==> src/rtl/inv_key_expansion_control_if.sv <==
// Byte bus between the inverse AES-128 key schedule and its user.
// Optional INV_KEY_READY_EN adds key_out_ready for output backpressure.
interface inv_key_expansion_control_if;
    logic       load_key;
    logic [7:0] key_in;
    logic [7:0] key_out;
    logic       key_out_valid;
    logic [3:0] round;
    logic       busy;
    logic       done;
`ifdef INV_KEY_READY_EN
    logic       key_out_ready;
`endif

    modport master (
`ifdef INV_KEY_READY_EN
        output key_out_ready,
`endif
        output load_key, key_in,
        input  key_out, key_out_valid, round, busy, done
    );

    modport slave (
`ifdef INV_KEY_READY_EN
        input  key_out_ready,
`endif
        input  load_key, key_in,
        output key_out, key_out_valid, round, busy, done
    );
endinterface

==> src/rtl/inv_key_expansion_control.sv <==
// Byte-serial AES-128 inverse key schedule: loads the round-10 key, emits round keys 10..0.
// Define INV_KEY_READY_EN to make EMIT honour bus.key_out_ready.
module inv_key_expansion_control #(
    parameter int NR = 10
) (
    input logic clk,
    input logic rst,
    inv_key_expansion_control_if.slave bus
);
    typedef enum logic [2:0] {IDLE, LOAD, EMIT, CALC, DONE} state_t;

    localparam logic [2047:0] SBOX_TBL = {
        128'h637c777bf26b6fc53001672bfed7ab76, 128'hca82c97dfa5947f0add4a2af9ca472c0,
        128'hb7fd9326363ff7cc34a5e5f171d83115, 128'h04c723c31896059a071280e2eb27b275,
        128'h09832c1a1b6e5aa0523bd6b329e32f84, 128'h53d100ed20fcb15b6acbbe394a4c58cf,
        128'hd0efaafb434d338545f9027f503c9fa8, 128'h51a3408f929d38f5bcb6da2110fff3d2,
        128'hcd0c13ec5f974417c4a77e3d645d1973, 128'h60814fdc222a908846eeb814de5e0bdb,
        128'he0323a0a4906245cc2d3ac629195e479, 128'he7c8376d8dd54ea96c56f4ea657aae08,
        128'hba78252e1ca6b4c6e8dd741f4bbd8b8a, 128'h703eb5664803f60e613557b986c11d9e,
        128'he1f8981169d98e949b1e87e9ce5528df, 128'h8ca1890dbfe6426841992d0fb054bb16
    };

    state_t       state, next_state;
    logic [3:0]   cnt;
    logic [3:0]   round_q;
    logic [127:0] key_q;
    logic         emit_adv;
    logic [31:0]  w3_new, rot_w3, w0_next;
    logic [7:0]   sbox_in, sbox_out, rc;

    // Entry 0 sits in the top byte of the table.
    function automatic logic [7:0] sbox(input logic [7:0] a);
        return SBOX_TBL[{~a, 3'b000} +: 8];
    endfunction

    function automatic logic [7:0] rcon(input logic [3:0] r);
        case (r)
            4'd1:    return 8'h01;
            4'd2:    return 8'h02;
            4'd3:    return 8'h04;
            4'd4:    return 8'h08;
            4'd5:    return 8'h10;
            4'd6:    return 8'h20;
            4'd7:    return 8'h40;
            4'd8:    return 8'h80;
            4'd9:    return 8'h1b;
            4'd10:   return 8'h36;
            default: return 8'h00;
        endcase
    endfunction

`ifdef INV_KEY_READY_EN
    assign emit_adv = (state == EMIT) && bus.key_out_ready;
`else
    assign emit_adv = (state == EMIT);
`endif

    always_ff @(posedge clk or negedge rst) begin
        // NOTE: every clocked process uses <= so all registers update from pre-edge values.
        if (!rst) state <= IDLE;
        else      state <= next_state;
    end

    always_comb begin
        // NOTE: default first, so no path through this block leaves a signal unassigned (no latch).
        next_state = state;
        unique case (state)
            IDLE: if (bus.load_key) next_state = LOAD;
            LOAD: if (cnt == 4'd14) next_state = EMIT;
            EMIT: if (emit_adv && cnt == 4'd15) next_state = (round_q == 4'd0) ? DONE : CALC;
            CALC: if (cnt == 4'd3) next_state = EMIT;
            DONE: next_state = IDLE;
        endcase
    end

    always_comb begin
        bus.key_out_valid = (state == EMIT);
        bus.key_out       = (state == EMIT) ? key_q[127:120] : 8'h00;
        bus.round         = round_q;
        bus.busy          = (state != IDLE);
        bus.done          = (state == DONE);
    end

    // w3' is not registered until the end of CALC cycle 0, so that cycle uses it directly.
    always_comb begin
        w3_new  = (cnt == 4'd0) ? (key_q[31:0] ^ key_q[63:32]) : key_q[31:0];
        rot_w3  = {w3_new[23:0], w3_new[31:24]};
        w0_next = key_q[127:96];
        sbox_in = rot_w3[31:24];
        unique case (cnt[1:0])
            2'd0: sbox_in = rot_w3[31:24];
            2'd1: sbox_in = rot_w3[23:16];
            2'd2: sbox_in = rot_w3[15:8];
            2'd3: sbox_in = rot_w3[7:0];
        endcase
        sbox_out = sbox(sbox_in);
        rc       = (cnt[1:0] == 2'd0) ? rcon(round_q) : 8'h00;
        unique case (cnt[1:0])
            2'd0: w0_next[31:24] = key_q[127:120] ^ sbox_out ^ rc;
            2'd1: w0_next[23:16] = key_q[119:112] ^ sbox_out;
            2'd2: w0_next[15:8]  = key_q[111:104] ^ sbox_out;
            2'd3: w0_next[7:0]   = key_q[103:96]  ^ sbox_out;
        endcase
    end

    always_ff @(posedge clk or negedge rst) begin
        if (!rst) begin
            cnt     <= 4'd0;
            round_q <= 4'd0;
            // NOTE: the key register is cleared so an aborted sequence leaves no key material behind.
            key_q   <= '0;
        end else begin
            unique case (state)
                IDLE: begin
                    cnt <= 4'd0;
                    if (bus.load_key) begin
                        key_q   <= {key_q[119:0], bus.key_in};
                        round_q <= 4'(NR);
                    end
                end
                LOAD: begin
                    key_q <= {key_q[119:0], bus.key_in};
                    cnt   <= (cnt == 4'd14) ? 4'd0 : cnt + 4'd1;
                end
                EMIT: begin
                    // Rotating left returns the key to its original alignment after 16 bytes.
                    if (emit_adv) begin
                        key_q <= {key_q[119:0], key_q[127:120]};
                        cnt   <= cnt + 4'd1;
                    end
                end
                CALC: begin
                    key_q[127:96] <= w0_next;
                    if (cnt == 4'd0)
                        key_q[95:0] <= {key_q[95:64] ^ key_q[127:96],
                                        key_q[63:32] ^ key_q[95:64],
                                        key_q[31:0]  ^ key_q[63:32]};
                    if (cnt == 4'd3) begin
                        cnt     <= 4'd0;
                        round_q <= round_q - 4'd1;
                    end else begin
                        cnt <= cnt + 4'd1;
                    end
                end
                DONE: cnt <= 4'd0;
            endcase
        end
    end
endmodule
==> src/flat_wrapper.sv <==
// flat-port wrapper written by rule: the top's interface ports become plain ports
module inv_key_expansion_control_flat 
#(
    parameter int NR = 10
)
  (clk, rst, bus_load_key, bus_key_in, bus_key_out, bus_key_out_valid, bus_round, bus_busy, bus_done);
  inv_key_expansion_control_if bus_i ();
  input logic clk;
  input logic rst;
  input wire logic [$bits(bus_i.load_key)-1:0] bus_load_key;
  input wire logic [$bits(bus_i.key_in)-1:0] bus_key_in;
  output wire logic [$bits(bus_i.key_out)-1:0] bus_key_out;
  output wire logic [$bits(bus_i.key_out_valid)-1:0] bus_key_out_valid;
  output wire logic [$bits(bus_i.round)-1:0] bus_round;
  output wire logic [$bits(bus_i.busy)-1:0] bus_busy;
  output wire logic [$bits(bus_i.done)-1:0] bus_done;
  assign bus_i.load_key = bus_load_key;
  assign bus_i.key_in = bus_key_in;
  assign bus_key_out = bus_i.key_out;
  assign bus_key_out_valid = bus_i.key_out_valid;
  assign bus_round = bus_i.round;
  assign bus_busy = bus_i.busy;
  assign bus_done = bus_i.done;
  inv_key_expansion_control #(.NR(NR)) u_core (.clk(clk), .rst(rst), .bus(bus_i));
endmodule
==> config.mk <==
export PLATFORM = sky130hd
export DESIGN_NAME = inv_key_expansion_control_flat
export DESIGN_NICKNAME = d
export VERILOG_FILES = /design/src/rtl/inv_key_expansion_control_if.sv /design/src/rtl/inv_key_expansion_control.sv /design/src/flat_wrapper.sv
export SDC_FILE = /design/constraint.sdc
export NUM_CORES = 1
export LEC_CHECK = 0
export CORE_MARGIN = 5
export CORE_UTILIZATION = 45
export CTS_BUF_LIST = sky130_fd_sc_hd__clkbuf_8 sky130_fd_sc_hd__clkbuf_16
export DETAILED_ROUTE_END_ITERATION = 16
export GPL_TIMING_DRIVEN = 1
export PLACE_DENSITY = 0.6
export SLEW_MARGIN = 30
export SYNTH_ARGS = -nofsm -noshare
export SYNTH_HDL_FRONTEND = slang
export SYNTH_SLANG_ARGS = --single-unit
==> constraint.sdc <==
create_clock -name clk -period 8.1 [get_ports clk]
set_input_delay 1.62 -clock clk [delete_from_list [all_inputs] [get_ports clk]]
set_output_delay 1.62 -clock clk [all_outputs]
set_load 0.03 [all_outputs]
==> impl.org <==
** Critical path
- Kind of start point of the critical path :: register
- For this design, the slowest cell found on the critical path is sky130_fd_sc_hd__nor3_1.
- On the worst path, the slowest cell contributes a delay of 0.76 ns.
- On the critical path the largest part of the delay comes from simple AND/OR/NAND/NOR gates.
- Critical path start-end classification :: reg -> reg
- Critical path capture point type :: register
- Largest fanout on the critical path :: 19
- Required time of the worst setup path :: 8.44 ns
- At the worst endpoint, the arrival time is 6.43 ns.
- The critical path goes through inv_1 -> ha_1 -> a222oi_1 -> nand2_1 -> nand2_1 -> clkinv_1 -> buf_4 -> ha_1 -> nor3_1 -> or3_1 -> o311ai_0 -> a32o_1 -> o311a_1 -> o21ai_0 -> or3b_2 -> o211ai_1.
- Buffer and inverter count on the worst path :: 3

** Synth
- In this run the cell area of the synthesized design comes to 11900 um2.
- Register bit total from synthesis :: 139
- The Yosys step of the flow raised 0 warnings.
- In the synthesized netlist the dominant register cell turns out to be sky130_fd_sc_hd__dfrtp_1.
- Cell count after synthesis :: 1590
- Mapped Avg Cell Area :: 7.49 um2
- Summed over all instances, the cell type with the most area after synthesis is sky130_fd_sc_hd__dfrtp_1.
- Of the synthesized area, sequential elements account for 0.292.
- Post-synth EDFFs :: 0
- Net count after synthesis :: 1624
- For this run, asynchronously set or reset flops after synthesis account for 1.00.
- Proportion of netlist area held by the largest area contributor :: 0.292
- The synthesized netlist contains 92 unique library cells.
- By area the synthesized netlist is led by sky130_fd_sc_hd__dfrtp_1 29%, sky130_fd_sc_hd__o21ai_0 9.7%, sky130_fd_sc_hd__nor2_1 7.0%.

** CTS
- Counting along the longest clock path gives a buffer depth of 2.
- TritonCTS built the clock tree.
- Post-cts repair resize count :: 0
- Clock insertion delay at the later pin of the skew report :: 0.44 ns
- The number of hold buffers added after CTS was 0.
- Once the clock tree was built, the setup fixing pass inserted 0 buffers.
- Clock input transition at the sequential cells of the worst setup and hold paths :: roughly 0.07 ns
- The tree is rooted in a sky130_fd_sc_hd__clkbuf_16.
- Number of levels the H-tree was split into :: 4
- For this design, the sink count on the clock tree is approximately 140.
- The number of clock buffers added by TritonCTS is 17.

** Global routing
- Summed over all layers, the global routing overflow is 0.
- Entering global routing, the biggest net connects about 130 pins.
- Wire length of the first global-routing pass :: roughly 80 mm
- For this run, the total global-route usage over all layers was measured as 0.337.
- Via count of the first global-routing pass :: 12400
- The initial antenna violation count is 0.

** Floorplan
- The die is about 170 um tall.
- Core region area :: 26100 um2
- Total die area :: 29800 um2
- Starting density of the core :: 0.457
- Number of placement rows :: 59
- Die outline width :: 173 um
- Pin placement for this block handled 26 I/O pins.

** Placement
- Counting tap cells, the placed design contains a total of 1846 instances.
- Summed over all nets, the half-perimeter wirelength after detailed placement is 36.3 mm.
- I/O Buffers :: 25
- Final weighted congestion of routability-driven global placement :: 1.12

** Detailed routing
- For this block, the initial DRC count from the detailed router was 2366.
- The first TritonRoute pass finished after 8 iterations.
- For this block, the via count after detailed routing is about 14000.
- Post-DRT Antenna Nets :: 0
- Routed length per placed instance :: around 29 um
- Routed WL :: 53.5 mm
- After detailed routing, the number of remaining DRC violations is 0.
- Via/cell ratio :: 7.27

** STA
- Setup repair after global routing missed its margin :: no
- Actual slew at the worst max-slew pin :: roughly 1.1 ns
- The number of pins exceeding their max-slew limit in the final report was 0.
- Of the available clock period, the critical path in the final layout requires 0.751.
- Slew margin rel. :: 0.292
- Maximum clock frequency :: 164 MHz
- Count of final setup violators :: 0
- Clock period minus final worst setup slack :: 6.09 ns
- Hold timing on the final database bottoms out at a slack of between 0.5 and 0.6 ns.
- Between clock sinks in the finished design, the worst skew comes to 0.0178 ns.
- The hold violation count in the final report is 0.
- Post-Route Setup TNS :: 0 ns

** Job
- Across the run, the number of max-cap violations was 0.

** Worst hold path
- In this run the worst hold path is classified as reg -> reg.

** Power
- Worst vdd rail ir drop :: 134 uV
- Leakage power figure :: 0.00473 uW
- In this run the power density over the cells is between 150 and 200 nW/um2.
- Power comes to between 2000 and 2500 uW.

** Cells and area
- The final layout contains 1565 nets.
- Count of filler cells inserted in the layout :: ~2500
- Post-synthesis to final-layout area growth :: 8.36%
- Total area of sequential cells :: 3480 um2
- Most common cell after layout, fill and taps aside :: sky130_fd_sc_hd__o21ai_0
- The finished layout holds 1878 standard cells, fillers aside.
- In the layout the commonest cells are 230 x sky130_fd_sc_hd__o21ai_0, 220 x sky130_fd_sc_hd__nor2_1, 139 x sky130_fd_sc_hd__dfrtp_1.
- Area used by multi-input combinational logic :: 7740 um2
- Of the cells placed in the final design, the portion with a size suffix greater than 1 is 0.0797.
- The repair_antennas step left the layout with diodes totalling 0.

** Status
- Status :: finished clean
==> area by class of cell <==
class                           count  share of cell area
Inverter                           27             0.00785
Clock inverter                     14              0.0140
Tap cell                          335              0.0325
Multi-Input combinational cell   1280               0.600
Timing Repair Buffer               66              0.0435
Clock buffer                       17              0.0330
Sequential cell                   139               0.269
==> metrics by stage <==
step	util	setup WS, ns	cell area [um2]
after floorplan	-	3.76	11900
after global placement	0.471	2.36	12300
after detailed placement	0.471	2.35	12300
after CTS	0.495	2.33	12900
after global routing	0.495	1.90	12900
final	0.495	2.01	12900
==> power breakdown <==
group          internal [uW]  switching [uW]
combinational            201             399
clock                    491             366
sequential               768             109
==> state kept, by name (all words and copies together) (netlist names) <==
signal,flops
u_core.state,3
u_core.key_q,128
u_core.bus.round,4
u_core.cnt,4
==> per-layer routing <==
metal | GRT usage | up-vias | wire length (um)
li1 | - | 5940 | -
met1 | 0.470 | 6554 | 22000
met2 | 0.489 | 929 | 22400
met3 | 0.0836 | 229 | 5930
met4 | 0.162 | 2 | 3200
met5 | 0 | - | 29
==> cell usage after synthesis (all sizes together), types with 5 or more instances <==
master and number:
o21ai 241, nor2 225, dfrtp 139, a21oi 138, clkbuf 88, a22oi 76, nand3 74, nand2 69
buf 56, nor3 50, a211oi 39, o211ai 29, inv 25, ha 23, a31oi 20, o22ai 19
xnor2 16, o2bb2ai 15, nor3b 14, o311ai 14, and3 12, o31ai 11, mux2i 10, a221oi 9
a2bb2oi 9, nand4 9, nor4 9, o221ai 9, o32ai 9, a211o 8, nor2b 8, or3 8
a311oi 7, a32oi 7, and2 7, o21a 7, a222oi 6, mux2 6, nand2b 5, xor2 5
==> cells by family after synthesis <==
logic type,Yosys count,share of synthesized area
mux,16,0.0144
compound gates,715,0.390
fa+ha+maj,23,0.0242
flops,139,0.292
xor+xnor,21,0.0154
simple gates,505,0.200
buf+inv,171,0.0636
==> final timing paths <==
kind	start	end	slack, ns	depth (start not counted)
min in group asynchronous	rst	u_core.key_q[44]	1.14	1
worst min register to register	u_core.key_q[113]	u_core.key_q[113]	0.55	1
worst max-delay path	u_core.cnt[0]	u_core.key_q[121]	2.01	16
worst max register to register	u_core.cnt[0]	u_core.key_q[121]	2.01	16
max in group asynchronous	rst	u_core.key_q[90]	5.80	2
worst min-delay path	u_core.key_q[113]	u_core.key_q[113]	0.55	1
No activity file was read; power rests on OpenSTA's default activity.
